### src/rtl/seg7_disp_arb_if.sv
// rtl/seg7_disp_arb_if.sv - requester-side bus of the seven-segment display arbiter
//
// Carries both requester ports (port 0 = CPU, port 1 = debug monitor):
//   reqN   : port N requests display ownership
//   wrN    : port N write strobe
//   addrN  : port N register address (0 di, 1 pixels lo, 2 pixels hi, 3 mode)
//   wdataN : port N write data
//   gntN   : port N currently owns the display (driven by the arbiter)
// Modports: master = requester side, slave = arbiter side.

interface seg7_disp_arb_if;
    logic        req0;
    logic        wr0;
    logic [1:0]  addr0;
    logic [31:0] wdata0;
    logic        gnt0;
    logic        req1;
    logic        wr1;
    logic [1:0]  addr1;
    logic [31:0] wdata1;
    logic        gnt1;

    modport master (
        output req0, wr0, addr0, wdata0,
        output req1, wr1, addr1, wdata1,
        input  gnt0, gnt1
    );

    modport slave (
        input  req0, wr0, addr0, wdata0,
        input  req1, wr1, addr1, wdata1,
        output gnt0, gnt1
    );
endinterface

### src/rtl/seg7_disp_arb.sv
// rtl/seg7_disp_arb.sv - round-robin arbiter and register front-end for the 2x4 seven-segment display
//
// Shares the display between port 0 (CPU) and port 1 (debug monitor). The
// granted port writes the di / pixels / mode registers; a hold-time limit
// stops one port from keeping the display while the other is waiting.
//
// Ports:
//   clk    : system clock, rising edge
//   reset  : asynchronous active-low reset
//   bus    : seg7_disp_arb_if.slave, both requester ports and their grants
//   di     : hex digit data to the display
//   pixels : segment bitmaps to the display
//   direct : 1 = display shows pixels, 0 = display decodes di
//
// Parameters:
//   HOLD_MAX  : cycles an owner may keep the grant while the other port waits (0 = unlimited)
//   BLINK_DIV : cycles per blink half-period (blink build only)
//
// Optional feature: define SEG7_DISP_ARB_BLINK_EN to add the mode-register
// blink_en bit and a blink phase that blanks the display every other period.

module seg7_disp_arb #(
    parameter int HOLD_MAX  = 1024,
    parameter int BLINK_DIV = 25000000
) (
    input  logic                clk,
    input  logic                reset,
    seg7_disp_arb_if.slave      bus,
    output logic [31:0]         di,
    output logic [63:0]         pixels,
    output logic                direct
);

    if (HOLD_MAX < 0) begin : g_bad_hold_max
        $error("HOLD_MAX must be >= 0");
    end
    if (BLINK_DIV < 1) begin : g_bad_blink_div
        $error("BLINK_DIV must be >= 1");
    end

    localparam int CW = (HOLD_MAX > 1) ? $clog2(HOLD_MAX) : 1;
    localparam logic [CW-1:0] HOLD_LAST = CW'((HOLD_MAX > 0) ? HOLD_MAX - 1 : 0);

    typedef enum logic [1:0] {
        IDLE = 2'd0,
        OWN0 = 2'd1,
        OWN1 = 2'd2
    } state_t;

    state_t          state;
    state_t          state_nx;
    logic            last_owner;
    logic [CW-1:0]   hold_cnt;
    logic            other_req;
    logic            hold_expired;

    logic            wr_en;
    logic [1:0]      wr_addr;
    logic [31:0]     wr_data;

    logic [31:0]     di_q;
    logic [63:0]     pix_q;
    logic            dir_q;

    // Request of the port that does not currently own the display.
    always_comb begin
        other_req = 1'b0;
        if (state == OWN0) other_req = bus.req1;
        if (state == OWN1) other_req = bus.req0;
    end

    assign hold_expired = (HOLD_MAX != 0) && (hold_cnt == HOLD_LAST);

    always_comb begin
        state_nx = state;
        case (state)
            IDLE: begin
                if (bus.req0 && bus.req1) state_nx = last_owner ? OWN0 : OWN1;
                else if (bus.req0)        state_nx = OWN0;
                else if (bus.req1)        state_nx = OWN1;
            end
            OWN0: begin
                if (!bus.req0)                     state_nx = bus.req1 ? OWN1 : IDLE;
                else if (bus.req1 && hold_expired) state_nx = OWN1;
            end
            OWN1: begin
                if (!bus.req1)                     state_nx = bus.req0 ? OWN0 : IDLE;
                else if (bus.req0 && hold_expired) state_nx = OWN0;
            end
            default: state_nx = IDLE;
        endcase
    end

    always_ff @(posedge clk or negedge reset) begin
        if (!reset) begin
            state      <= IDLE;
            hold_cnt   <= '0;
            last_owner <= 1'b1;
        end else begin
            state <= state_nx;
            if (state_nx != state) begin
                hold_cnt <= '0;
                if (state_nx != IDLE) last_owner <= (state_nx == OWN1);
            end else if (other_req && (hold_cnt != HOLD_LAST)) begin
                hold_cnt <= hold_cnt + 1'b1;
            end
        end
    end

    assign bus.gnt0 = (state == OWN0);
    assign bus.gnt1 = (state == OWN1);

    // Grants are exclusive, so the write path just follows the current owner.
    always_comb begin
        wr_en   = 1'b0;
        wr_addr = bus.addr0;
        wr_data = bus.wdata0;
        if (state == OWN0) begin
            wr_en = bus.wr0;
        end else if (state == OWN1) begin
            wr_en   = bus.wr1;
            wr_addr = bus.addr1;
            wr_data = bus.wdata1;
        end
    end

`ifdef SEG7_DISP_ARB_BLINK_EN
    localparam int BW = (BLINK_DIV > 1) ? $clog2(BLINK_DIV) : 1;
    localparam logic [BW-1:0] BLINK_LAST = BW'(BLINK_DIV - 1);

    logic            blink_en;
    logic [BW-1:0]   blink_cnt;
    logic            phase;
    logic            blank;

    always_ff @(posedge clk or negedge reset) begin
        if (!reset) begin
            di_q     <= '0;
            pix_q    <= '0;
            dir_q    <= 1'b0;
            blink_en <= 1'b0;
        end else if (wr_en) begin
            case (wr_addr)
                2'd0: di_q         <= wr_data;
                2'd1: pix_q[31:0]  <= wr_data;
                2'd2: pix_q[63:32] <= wr_data;
                default: begin
                    dir_q    <= wr_data[0];
                    blink_en <= wr_data[1];
                end
            endcase
        end
    end

    always_ff @(posedge clk or negedge reset) begin
        if (!reset) begin
            blink_cnt <= '0;
            phase     <= 1'b0;
        end else if (blink_cnt == BLINK_LAST) begin
            blink_cnt <= '0;
            phase     <= ~phase;
        end else begin
            blink_cnt <= blink_cnt + 1'b1;
        end
    end

    // Blanking forces pixel mode with every segment dark; stored values are untouched.
    assign blank  = blink_en && phase;
    assign di     = di_q;
    assign direct = dir_q | blank;
    assign pixels = blank ? 64'd0 : pix_q;
`else
    always_ff @(posedge clk or negedge reset) begin
        if (!reset) begin
            di_q  <= '0;
            pix_q <= '0;
            dir_q <= 1'b0;
        end else if (wr_en) begin
            case (wr_addr)
                2'd0:    di_q         <= wr_data;
                2'd1:    pix_q[31:0]  <= wr_data;
                2'd2:    pix_q[63:32] <= wr_data;
                default: dir_q        <= wr_data[0];
            endcase
        end
    end

    assign di     = di_q;
    assign direct = dir_q;
    assign pixels = pix_q;
`endif

endmodule

### src/flat_wrapper.sv
// flat-port wrapper written by rule: the top's interface ports become plain ports
module seg7_disp_arb_flat 
#(
    parameter int HOLD_MAX  = 1024,
    parameter int BLINK_DIV = 25000000
)
  (clk, reset, di, pixels, direct, bus_req0, bus_wr0, bus_addr0, bus_wdata0, bus_req1, bus_wr1, bus_addr1, bus_wdata1, bus_gnt0, bus_gnt1);
  seg7_disp_arb_if bus_i ();
  input  logic clk;
  input  logic reset;
  output logic [31:0] di;
  output logic [63:0] pixels;
  output logic direct;
  input wire logic [$bits(bus_i.req0)-1:0] bus_req0;
  input wire logic [$bits(bus_i.wr0)-1:0] bus_wr0;
  input wire logic [$bits(bus_i.addr0)-1:0] bus_addr0;
  input wire logic [$bits(bus_i.wdata0)-1:0] bus_wdata0;
  input wire logic [$bits(bus_i.req1)-1:0] bus_req1;
  input wire logic [$bits(bus_i.wr1)-1:0] bus_wr1;
  input wire logic [$bits(bus_i.addr1)-1:0] bus_addr1;
  input wire logic [$bits(bus_i.wdata1)-1:0] bus_wdata1;
  output wire logic [$bits(bus_i.gnt0)-1:0] bus_gnt0;
  output wire logic [$bits(bus_i.gnt1)-1:0] bus_gnt1;
  assign bus_i.req0 = bus_req0;
  assign bus_i.wr0 = bus_wr0;
  assign bus_i.addr0 = bus_addr0;
  assign bus_i.wdata0 = bus_wdata0;
  assign bus_i.req1 = bus_req1;
  assign bus_i.wr1 = bus_wr1;
  assign bus_i.addr1 = bus_addr1;
  assign bus_i.wdata1 = bus_wdata1;
  assign bus_gnt0 = bus_i.gnt0;
  assign bus_gnt1 = bus_i.gnt1;
  seg7_disp_arb #(.HOLD_MAX(HOLD_MAX), .BLINK_DIV(BLINK_DIV)) u_core (.clk(clk), .reset(reset), .bus(bus_i), .di(di), .pixels(pixels), .direct(direct));
endmodule
### config.mk
export PLATFORM = sky130hd
export DESIGN_NAME = seg7_disp_arb_flat
export DESIGN_NICKNAME = d
export VERILOG_FILES = /design/src/rtl/seg7_disp_arb_if.sv /design/src/rtl/seg7_disp_arb.sv /design/src/flat_wrapper.sv
export SDC_FILE = /design/constraint.sdc
export NUM_CORES = 1
export LEC_CHECK = 0
export CORE_ASPECT_RATIO = 2
export CORE_UTILIZATION = 49
export DETAILED_ROUTE_END_ITERATION = 6
export PLACE_DENSITY = 0.95
export SYNTH_ARGS = -nofsm -noshare
export SYNTH_HDL_FRONTEND = slang
export SYNTH_SLANG_ARGS = --single-unit
### constraint.sdc
create_clock -name clk -period 4.05 [get_ports clk]
set_input_delay 0.81 -clock clk [delete_from_list [all_inputs] [get_ports clk]]
set_output_delay 0.81 -clock clk [all_outputs]
set_load 0.02 [all_outputs]
# [Word level (Yosys, flattened, before mapping)]
# Cells that the tools add are included.
[word_totals] input_bits=74 regBits=110 out_inout_bits=99
[classes] n_mux=21 eq_ne=8 reduce_logical=14 addsub=1 bitwise=1
[ops] cell="32-bit 2-to-1 mux" count=2
[ops] cell="2-bit 2-to-1 mux" count=11
[ops] cell="10-bit 2-to-1 mux" count=2
[ops] cell="10-bit by 1-bit adder with 10-bit output (second input constant)" count=1
[ops] cell="10-bit equality test (second input constant)" count=1
[ops] cell="10-bit != test (second input constant)" count=1
[ops] cell="2-bit AND reduction" count=5
[ops] cell="2-bit equality test (second input constant)" count=3
[ops] cell="2-bit case mux with 3 select lines" count=1
[ops] cell="1-bit 2-to-1 mux" count=5
[ops] cell="2-bit by 1-bit equality test with 1-bit output (second input constant)" count=2
[ops] cell="1-bit logical AND" count=4
[ops] cell="2-bit logical NOT" count=2
[ops] cell="2-bit nonzero test" count=2
[ops] cell="3-bit OR reduction" count=1
[ops] cell="2-bit != test" count=1
[ops] cell="1-bit inverter" count=1

# [Longest topological paths before layout]
# Gate-level depths: netlist of run 1.
[logic_depth] word_depth=7 depth_mapped=7 mapped_depth_nobuf=5

# [Worst setup path before layout of run 1]
# No wires, ideal clock.
[synth_timing] path_kind="input port to flip-flop" from="in bus_req1" to="reg u_core.hold_cnt[6]" setup_ps=81 t_arrival_ps=1871 path_slack_ps=2098 stages=6 t_required_ps=3969 path_buffers=2 cell_sequence="buf_2 nand3b_2 a32o_1 buf_2 or3_1 a21oi_1"
[synth_via] elab_chain_len=6
[synth_lines] element="start: declaration" line_no="flat_wrapper.sv:18" rtl="input wire logic [$bits(bus_i.req1)-1:0] bus_req1;"
[synth_lines] element="2-bit 2-to-1 mux / 1-bit logical AND (equally long branches)" line_no="seg7_disp_arb.sv:80, seg7_disp_arb.sv:84"
[synth_lines] element="2-bit 2-to-1 mux, on equally long branches" line_no="seg7_disp_arb.sv:79, seg7_disp_arb.sv:84"
[synth_lines] element="2-bit 2-to-1 mux, on equally long branches" line_no="seg7_disp_arb.sv:78, seg7_disp_arb.sv:83"
[synth_lines] element="2-bit case mux with 3 select lines" line_no="seg7_disp_arb.sv:76" rtl="case (state)"
[synth_lines] element="2-bit != test" line_no="seg7_disp_arb.sv:101" rtl="if (state_nx != state) begin"
[synth_lines] element="10-bit 2-to-1 mux / 2-bit nonzero test (equally long branches)"
[synth_lines] element="end signal: assignment" line_no="seg7_disp_arb.sv:105" rtl="hold_cnt <= hold_cnt + 1'b1;"
[synth_lines] element="end: declaration" line_no="seg7_disp_arb.sv:53" rtl="logic [CW-1:0] hold_cnt;"
# Parallel ways exist; a longest one is shown, timed or not.
# A chain may end at the register's enable or synchronous reset.

# [Final worst setup path of run 1]
[layout_timing] from="reg u_core.state[0]" to="out bus_gnt0"
[layout_via] elab_chain_len=1
[layout_lines] element="start: declaration" line_no="seg7_disp_arb.sv:50" rtl="state_t state;"
[layout_lines] element="start signal: assignment" line_no="seg7_disp_arb.sv:100" rtl="state <= state_nx;"
[layout_lines] element="2-bit by 1-bit equality test with 1-bit output" line_no="seg7_disp_arb.sv:110" rtl="assign bus.gnt0 = (state == OWN0);"
[layout_lines] element="end: declaration" line_no="flat_wrapper.sv:22" rtl="output wire logic [$bits(bus_i.gnt0)-1:0] bus_gnt0;"
# Every way passes these cells.

==> implementation parameters, run 1 <==
Parameter                              Value

Timing
  Final Hold Fails ... 0
  Worst-margin pin slew ... 1.06 ns
  Fin Clk Skew ... 0.00844 ns
  Tmin final ... around 3.0 ns
  WHS ... 0.482 ns
  Sum of negative setup slack ... 0 ns
  Final period util ... 72.9%
  Final setup fails ... 0
  Unrepaired setup endpoints after global routing ... false
  Number of pins with negative max-slew slack in the final report ... 0
  Relative max-transition margin ... just under 30%
  Post-route setup slack ... 1.10 ns
  Highest Clock Rate ... 339 MHz

Detailed routing
  Post-DR vias/cell ... 5.59
  Routed WL ... 13600 um
  ANT nets after route ... 0
  Number of search-and-repair iterations in the first detailed-routing pass ... 4
  DRC Markers ... 0
  Number of vias after detailed routing ... 4190
  Iteration-0 DRC count of the detailed router ... approximately 280
  Routed len/inst ... 18.2 um

Synthesis
  Fraction of post-synthesis cell area in the top cell type by area ... a little over half
  Syn avg cell area ... 10.9 um^2
  Fraction of the yosys area taken by sequential cells ... a little under three fifths
  Number of enable flip-flop cells after synthesis ... 0
  Top post-synthesis cells by area ... dfrtp_1 (55%), o21ai_0 (6.9%), mux2i_1 (6.6%), a21oi_2 (5.1%), o31ai_1 (4.7%)
  Instance count of the mapped netlist ... 457
  Async set-reset flop share out of synthesis ... 100%
  Number of nets in the synthesized netlist ... 532
  Synth Warn # ... 0
  Top FF cell, synth ... dfrtp_1
  Biggest area consumer among synthesized cells ... dfrtp_1
  Unique cell type count in the Yosys netlist ... 43
  Post-synth design cell area ... 4990 um^2
  Synthesis-stage register bit count ... 110

Clock tree
  TritonCTS clock tree ... yes
  Cells resized by post-CTS repair ... 0
  Maximum root-to-sink buffer count ... 2
  Insertion delay of the later-clocked pin in the worst-skew pair ... 0.35 ns
  Number of buffers created by CTS ... 9
  Post CTS Setup Buffer Count ... 0
  Reg clk slew, reported paths ... 0.07 ns
  CTS Sinks ... 110
  Clock root cell ... clkbuf_16
  Max H-tree Level ... 3
  Hold buffer count at cts ... 0

Worst setup path
  Classification of the worst setup path ... reg2out
  Largest fanout on the critical path ... 15
  Data arrival, critical path ... 2.14 ns
  CP startpoint kind ... flip-flop
  Req. time, crit path ... roughly 3.2 ns
  CP endpoint kind ... output port

Worst hold path
  Hold WC Path Type ... reg2reg

Cells and area
  Diode count ... 0
  Utilization after layout ... 71.5%
  Post-layout net count ... a little under 700
  Fill count ... 729
  Area of all sequential standard cells ... 2750 um^2
  Area Growth Syn to Fin ... 41.0%
  Number of standard cells in the final layout excluding fillers ... 750
  Final non-filler cell area ... 7030 um^2
  Multi-input combinational cell area ... 2020 um^2
  Fraction of layout instances using a drive strength above 1 ... between 10% and 20%

Die
  Area of the die ... 10600 um^2
  Floorplan die width ... between 70 and 80 um
  Row Count ... 51
  Core region area ... 9830 um^2
  Starting Density ... 50.8%
  Number of I/O pins ... about 170
  Die span in y ... between 100 and 150 um

Global routing
  Antenna violations before repair ... 0
  Largest net degree at the start of global routing ... 85
  Wire length of the first global-routing pass ... 21700 um
  GRT Overall Usage ... 27.3%
  Congestion Overflow GR ... 0
  Vias in the first global route ... 4459

Job
  Count of max-cap constraint violations ... 0

Placed design
  Total of buffers placed on input and output ports ... 172
  Weighted congestion at the end of routability-driven global placement ... 0.805
  Placement-stage cell area ... 6740 um^2
  Cell Count Post-Placement ... 734
  Worst setup slack before clock tree synthesis ... 1.16 ns
  Detailed-placement wirelength estimate ... 10100 um

Power
  Final total power ... between 5 and 6 mW
  VDD IR-drop max ... 0.429 mV
  Static leakage ... 2.85 nW
  Power per standard cell area ... between 700 and 800 nW/um^2

Run status
  Result of the run ... finished, final reports clean
[critical path, cell delays in order (launching register included)]
cell	delay, ns
dfrtp_1	0.65
inv_1	0.18
nor2_1	0.30
clkdlybuf4s50_1	0.67
[placed cells by master (no fill, tap or decap), drive strengths merged, types with 2 or more instances in the layout]
cell	netlist	layout
nor2	38	38
clkbuf	14	11
a211oi	2	2
a31oi	2	2
nand2	38	38
and4bb	2	2
or3	6	6
a221oi	2	2
nand3	7	7
nand2b	2	2
clkdlybuf4s50	0	171
a21oi	44	44
clkinv	0	2
mux2i	33	33
and2	2	2
mux2	4	4
and4	2	2
clkinvlp	0	2
nand3b	3	3
nand4	3	3
buf	20	8
inv	6	7
and3	3	3
o21ai	69	69
dfrtp	109	109
nor3	2	2
nand4b	2	2
o31ai	31	31
[cells by family (layout without fill, tap and decap cells)]
| logic type | Yosys count | in the layout | share of synthesized area [%] |
|---|---|---|---|
| compound gates | 154 | 154 | 20.4 |
| flops | 110 | 110 | 55.2 |
| buf+inv | 40 | 201 | 4.69 |
| xor+xnor | 1 | 1 | 0.176 |
| mux | 37 | 37 | 7.53 |
| fa+ha+maj | 1 | 1 | 0.251 |
| simple gates | 114 | 114 | 11.7 |
[cells in the mapped netlist (2+ instances only)]
cell type	n
nand4b_4	2
and2_1	2
and4_1	2
and3_1	3
buf_4	6
or3_1	6
nand2b_1	2
nor3_1	2
inv_1	5
a21oi_1	15
buf_6	7
a31oi_1	2
nand4_1	3
a21oi_2	29
nand2_1	38
o31ai_1	31
nand3_1	7
and4bb_2	2
a211oi_1	2
mux2_2	4
o21ai_0	69
nand3b_1	2
nor2_1	37
dfrtp_1	109
clkbuf_1	14
buf_2	7
mux2i_1	33
[path summary, 6_finish.rpt]
kind                                                 end  cells past startpoint                 startpoint  slack (ns)
max                                             bus_gnt0                      3  u_core.state[0]$_DFF_PN0_        1.10
min                            u_core.di[23]$_DFFE_PN0P_                      2  u_core.di[23]$_DFFE_PN0P_        0.48
max reg2reg                    u_core.di[31]$_DFFE_PN0P_                      6  u_core.state[0]$_DFF_PN0_        1.35
min reg2reg                    u_core.di[23]$_DFFE_PN0P_                      2  u_core.di[23]$_DFFE_PN0P_        0.48
max in group asynchronous  u_core.pixels[58]$_DFFE_PN0P_                      2                      reset        2.43
min in group asynchronous  u_core.pixels[38]$_DFFE_PN0P_                      1                      reset        0.61
[power by group]
group,switching (mW),internal (mW)
sequential,0.294,1.60
combinational,1.37,1.19
clock,0.406,0.456
[area by class of cell]
class                   count  area share [%]
multi-input cells         307            28.8
inverters                   6           0.320
repair buffers            179            25.2
clock inverters             5           0.587
flip-flops and latches    110            39.2
well taps                 132            2.35
clock buffers              11            3.59
[state kept, by name, indices dropped and copies added (netlist names)]
name and cells:
u_core.pixels 64, u_core.last_owner 1, u_core.hold_cnt 10, u_core.state 2
u_core.direct 1, u_core.di 32
[metal layers]
metal	track usage (%)	routed length (um)	up-vias
met5	0	0	-
met4	16.5	687	0
met3	3.74	583	43
met2	49.9	7640	161
met1	28.9	4710	2035
li1	-	-	1951
(Power assumes the default switching activity.)
==> run 2, diff against run 1 <==
- CORE_UTILIZATION: 49 -> 41
- PLACE_DENSITY: 0.95 -> 0.86
- clock period: 4.05 -> 2.45 ns (I/O delays scaled with it)
==> run 2 against run 1 <==
Against the previous run:
- sequential cell count stayed put
- power is 64% higher
- via count is 1.9% lower
- setup slack worse by 0.98 ns
- utilization is 11 points lower
- largest cell class unchanged
- clock skew is 0.0026 ns lower
- hold slack worse by 0.39 ns
- routed wire length is 2.0% lower
==> implementation parameters, run 2 (synthesis results as in run 1) <==
Parameter                              Value

Worst setup path
  Data arrival, critical path ... 1.84 ns
  CP Cell Sequence ... nand2b_1 > inv_2 > clkdlybuf4s50_1
  Number of cells on the worst reg-to-reg path ... 5
  CP endpoint kind ... output port
  Setup slack of the most critical reg-to-reg path ... 0.42 ns
  CP peak stage delay ... 0.62 ns
  Req. time, crit path ... slightly below 2 ns
  Slowest CP cell ... clkdlybuf4s50_1
  Classification of the worst setup path ... reg2out
  Largest fanout on the critical path ... 7
  CP startpoint kind ... flip-flop

Timing
  Final setup fails ... 0
  Relative max-transition margin ... 63.5%
  Worst-margin pin slew ... 0.548 ns
  WHS ... 0.0928 ns
  Number of pins with negative max-slew slack in the final report ... 0
  Unrepaired setup endpoints after global routing ... false
  Highest Clock Rate ... around 430 MHz
  Fin Clk Skew ... 0.00587 ns
  Final Hold Fails ... 0
  Tmin final ... approximately 2.3 ns
  Final period util ... around 95%
  Sum of negative setup slack ... 0 ns

Detailed routing
  Number of vias after detailed routing ... 4110
  Number of search-and-repair iterations in the first detailed-routing pass ... 5
  Iteration-0 DRC count of the detailed router ... 191
  Post-DR vias/cell ... 5.36
  ANT nets after route ... 0
  Routed WL ... 13400 um
  DRC Markers ... 0
  Routed len/inst ... between 15 and 20 um

Cells and area
  Commonest non-fill, non-tap cell in the layout ... clkdlybuf4s50_1
  Utilization after layout ... 60.6%
  Fraction of layout instances using a drive strength above 1 ... between 10% and 20%
  Area Growth Syn to Fin ... 43.0%
  Final non-filler cell area ... 7130 um^2
  Diode count ... 0
  Multi-input combinational cell area ... 2020 um^2
  Post-layout net count ... 693
  Leading cell types in the layout, fill and taps excluded ... clkdlybuf4s50_1 (170), dfrtp_1 (108), o21ai_0 (69), nand2_1 (38), nor2_1 (37)
  Max reg flops ... 64
  Area of all sequential standard cells ... roughly 2800 um^2
  Fill count ... around 960

Clock tree
  CTS Sinks ... 110
  Reg clk slew, reported paths ... 0.07 ns
  Max H-tree Level ... 3
  Clock root cell ... clkbuf_16
  Number of buffers created by CTS ... 9
  TritonCTS clock tree ... yes
  Insertion delay of the later-clocked pin in the worst-skew pair ... 0.34 ns
  Hold buffer count at cts ... 0
  Maximum root-to-sink buffer count ... 2

Global routing
  Congestion Overflow GR ... 0
  Largest net degree at the start of global routing ... 65
  Vias in the first global route ... 4318
  Wire length of the first global-routing pass ... 21400 um
  Antenna violations before repair ... 0
  GRT Overall Usage ... 22.4%

Placed design
  Weighted congestion at the end of routability-driven global placement ... 0.795
  Placement-stage cell area ... between 6000 and 7000 um^2
  Total of buffers placed on input and output ports ... roughly 170
  Detailed-placement wirelength estimate ... 10200 um

Power
  Final total power ... ~8.7 mW
  VDD IR-drop max ... 0.718 mV
  Static leakage ... 2.90 nW
  Power per standard cell area ... 1220 nW/um^2

Die
  Row Count ... 56
  Number of I/O pins ... about 170
  Core region area ... 11800 um^2
  Floorplan die width ... 80.0 um
  Starting Density ... 42.4%
  Area of the die ... roughly 13000 um^2
  Die span in y ... 158 um

Job
  Count of max-cap constraint violations ... 0

Worst hold path
  Hold WC Path Type ... in2async

Run status
  Result of the run ... finished, final reports clean
## run 2: changes by cell type in the layout (fill, tap and decap cells not counted), sizes merged
cell,delta
dlymetal6s2s,+1
clkinv,-2
buf,+5
clkinvlp,+1
clkdlybuf4s50,-1
## run 2: per-layer routing
layer	up-vias	wire length, um	track usage, %	part of all wire [%]
li1	1954	-	-	-
met3	31	575	3.69	4.3
met5	-	0	0	0
met2	138	7720	42.8	58
met1	1987	4530	23.0	34
met4	0	527	10.5	3.9
## run 2: final timing paths
path	from	endpoint
setup / recovery	u_core.state[0]$_DFF_PN0_	bus_gnt1
hold / removal	reset	u_core.pixels[40]$_DFFE_PN0P_
setup reg to reg	u_core.state[0]$_DFF_PN0_	u_core.pixels[47]$_DFFE_PN0P_
hold reg to reg	u_core.di[25]$_DFFE_PN0P_	u_core.di[25]$_DFFE_PN0P_
max in group asynchronous	reset	u_core.pixels[30]$_DFFE_PN0P_
min in group clk	u_core.di[25]$_DFFE_PN0P_	u_core.di[25]$_DFFE_PN0P_
## run 2: through the flow
stage | std cells | worst slack, ns
finish | 767 | 0.120
global placement | 752 | 0.250
floorplan | 457 | 0.655
CTS | 767 | 0.104
detailed placement | 752 | 0.198
global route | 767 | 0.0363
## run 2: timing repair
action,CTS,global route
gates resized for setup,1,1
hold endpoints to repair,0,0
buffers inserted,0,0
endpoints found under the setup margin,1,1
## run 2: final cells by class
type | instances | area share, %
clock buffers | 11 | 3.40
flip-flops and latches | 110 | 38.6
multi-input cells | 307 | 28.4
clock inverters | 4 | 0.439
well taps | 145 | 2.54
repair buffers | 184 | 26.3
inverters | 6 | 0.316
## run 2: power by group
group | total, mW | switching, mW | leakage (nW) | internal [mW]
logic | 4.26 | 2.26 | 1.43 | 2.00
clock network | 1.34 | 0.628 | 0.124 | 0.716
registers | 3.10 | 0.457 | 1.34 | 2.64
total | 8.70 | 3.35 | 2.90 | 5.36
## run 2: critical path, delay by kind of cell (launching register included)
kind | cells | cell delay [ns]
flops | 1 | 0.47
buf+inv | 2 | 0.74
simple gates | 1 | 0.30
==> run 3, diff against run 2 <==
- CORE_ASPECT_RATIO: 2 -> default
- HOLD_SLACK_MARGIN: default -> 0.02
==> run 3 against run 2 <==
Against the previous run:
- the run now ends with design-rule violations left
- via count is 0.34% higher
- first-iteration DRC count is 30% higher
- setup slack worse by 0.021 ns
- non-clock buffer count is 1 higher
- hold slack better by 0.024 ns
- clock-buffer cell count is 2 lower
- clock power is 9% higher
- largest power group unchanged
==> implementation parameters, run 3 (synthesis results as in run 1) <==
Parameter                              Value

Worst setup path
  Reg-to-reg startpoint ... u_core.state[0]$_DFF_PN0_
  Slowest CP cell ... clkdlybuf4s50_1
  Cell family with the largest share of critical-path delay ... buffers and inverters
  Classification of the worst setup path ... reg2out
  CP startpoint kind ... flip-flop
  Number of buffers and inverters on the critical path ... 2
  Req. time, crit path ... 1.96 ns
  Worst setup path start ... u_core.state[0]$_DFF_PN0_
  CP Cell Sequence ... nand2b_2 > inv_2 > clkdlybuf4s50_1
  Data arrival, critical path ... 1.86 ns
  Largest fanout on the critical path ... 9
  CP peak stage delay ... 0.62 ns
  CP endpoint kind ... output port

Detailed routing
  Number of vias after detailed routing ... 4124
  ANT nets after route ... 0
  Post-DR vias/cell ... 5.38
  Number of search-and-repair iterations in the first detailed-routing pass ... 7
  DRC Markers ... 13
  Iteration-0 DRC count of the detailed router ... between 200 and 250
  Routed WL ... ~13000 um
  Routed len/inst ... 16.5 um

Timing
  Final period util ... 96.0%
  Final setup fails ... 0
  Relative max-transition margin ... a little over three fifths
  Highest Clock Rate ... ~430 MHz
  Fin Clk Skew ... 0.00818 ns
  Sum of negative setup slack ... 0 ns
  Tmin final ... 2.35 ns
  Unrepaired setup endpoints after global routing ... false
  Post-route setup slack ... 0.0989 ns
  Number of pins with negative max-slew slack in the final report ... 0
  Final Hold Fails ... 0
  Worst-margin pin slew ... 0.540 ns

Clock tree
  Number of buffers created by CTS ... 9
  Max H-tree Level ... 3
  Insertion delay of the later-clocked pin in the worst-skew pair ... 0.35 ns
  Post CTS Setup Buffer Count ... 0
  Reg clk slew, reported paths ... ~0.070 ns
  CTS Sinks ... 110
  TritonCTS clock tree ... yes
  Clock root cell ... clkbuf_16
  Maximum root-to-sink buffer count ... 2

Cells and area
  Fill count ... 959
  Area Growth Syn to Fin ... 43.6%
  Leading cell types in the layout, fill and taps excluded ... clkdlybuf4s50_1 (171), dfrtp_1 (107), o21ai_0 (69), nand2_1 (38), nor2_1 (37)
  Diode count ... 0
  Fraction of layout instances using a drive strength above 1 ... about an eighth
  Max reg flops ... 64
  Commonest non-fill, non-tap cell in the layout ... clkdlybuf4s50_1
  Post-layout net count ... 694

Run status
  Violations in the final reports ... design-rule violations
  Result of the run ... finished, violations left

Power
  VDD IR-drop max ... between 0.6 and 0.7 mV
  Sequential cell fraction of total power ... between 30% and 40%
  Power per standard cell area ... 1230 nW/um^2
  Power share of the clock group ... 16.6%
  Internal power ... 5.44 mW
  Total net switching power ... 3.35 mW
  Static leakage ... 2.90 nW
  Combinational share of power ... a little under half
  Switching part of the total ... a little under two fifths

Die
  Core region area ... 11600 um^2
  Row Count ... 39
  Number of I/O pins ... around 170
  Starting Density ... 42.9%
  Die span in y ... 112 um
  Floorplan die width ... 112 um
  Area of the die ... 12600 um^2

Global routing
  Largest net degree at the start of global routing ... 47
  GRT Overall Usage ... 20.8%
  Antenna violations before repair ... 0
  Vias in the first global route ... 4242
  Congestion Overflow GR ... 0
  Wire length of the first global-routing pass ... 20700 um

Placed design
  Worst setup slack before clock tree synthesis ... ~0.23 ns
  Detailed-placement wirelength estimate ... 9450 um
  Weighted congestion at the end of routability-driven global placement ... between 0.8 and 0.9
  Total of buffers placed on input and output ports ... around 170

Worst hold path
  Hold WC Path Type ... in2async

Job
  Count of max-cap constraint violations ... 0
[run 3: cell types whose count changed in the layout (fill, tap and decap cells not counted), sizes merged]
cell           change
bufinv             +1
buf                +1
clkinv             +4
dlymetal6s2s       -1
clkbuf             -2
clkdlybuf4s50      +1
clkinvlp           -2
[run 3: per-stage QoR]
step	instance area (um^2)	hold slack [ns]	total power, mW	utilization, %	std cells
finish	7160	0.117	8.79	61.7	767
global route	7160	0.169	9.26	61.7	767
CTS	7160	0.138	8.86	61.7	767
detailed placement	6860	0.475	7.38	59.0	751
global placement	6860	0.463	7.23	59.0	751
floorplan	4990	0.194	5.17	-	457
[run 3: power by group through the flow]
stage	registers (mW)	clock network [mW]	logic (mW)
after global routing	3.24	1.56	4.47
after global placement	3.11	0	4.12
final	3.13	1.46	4.20
after CTS	3.13	1.49	4.23
after detailed placement	3.16	0	4.22
after floorplan	4.10	0	1.07
[run 3: area by class of cell]
cell class	instances	area (um^2)	share of cell area [%]
flip-flops and latches	110	2760	38.5
multi-input cells	307	2030	28.3
repair buffers	185	1880	26.2
clock buffers	9	225	3.14
well taps	143	179	2.50
clock inverters	7	73.8	1.03
inverters	6	22.5	0.314
[run 3: final timing paths]
path,cells past startpoint,to,slack [ns]
worst max-delay path,3,bus_gnt1,0.1
worst min register to register,2,u_core.di[3]$_DFFE_PN0P_,0.49
worst min-delay path,1,u_core.state[1]$_DFF_PN0_,0.12
min in group clk,2,u_core.di[3]$_DFFE_PN0P_,0.49
max in group asynchronous,2,u_core.last_owner$_DFFE_PN1P_,1.55
worst max register to register,5,u_core.di[4]$_DFFE_PN0P_,0.43
[run 3: routing by layer]
layer	up-vias	part of all wire [%]	track usage, %
met2	171	49	35.4
met1	1964	41	26.0
met3	25	7.8	4.21
met5	-	0	0
li1	1964	-	-
met4	0	2.4	8.80
[run 3: worst register-to-register path: cells and delay by family (launching register included)]
family                 cells  cell delay [ns]
buffers and inverters      2             0.41
AOI/OAI and AO/OA          1             0.17
muxes                      1             0.55
DFF                        1             0.48
and+or+nand+nor            1             0.28
[run 3: timing repair]
action,4_1_cts,5_1_grt
gates resized for setup,2,1
hold endpoints to repair,0,0
setup endpoints to repair,1,2
hold buffers,0,0
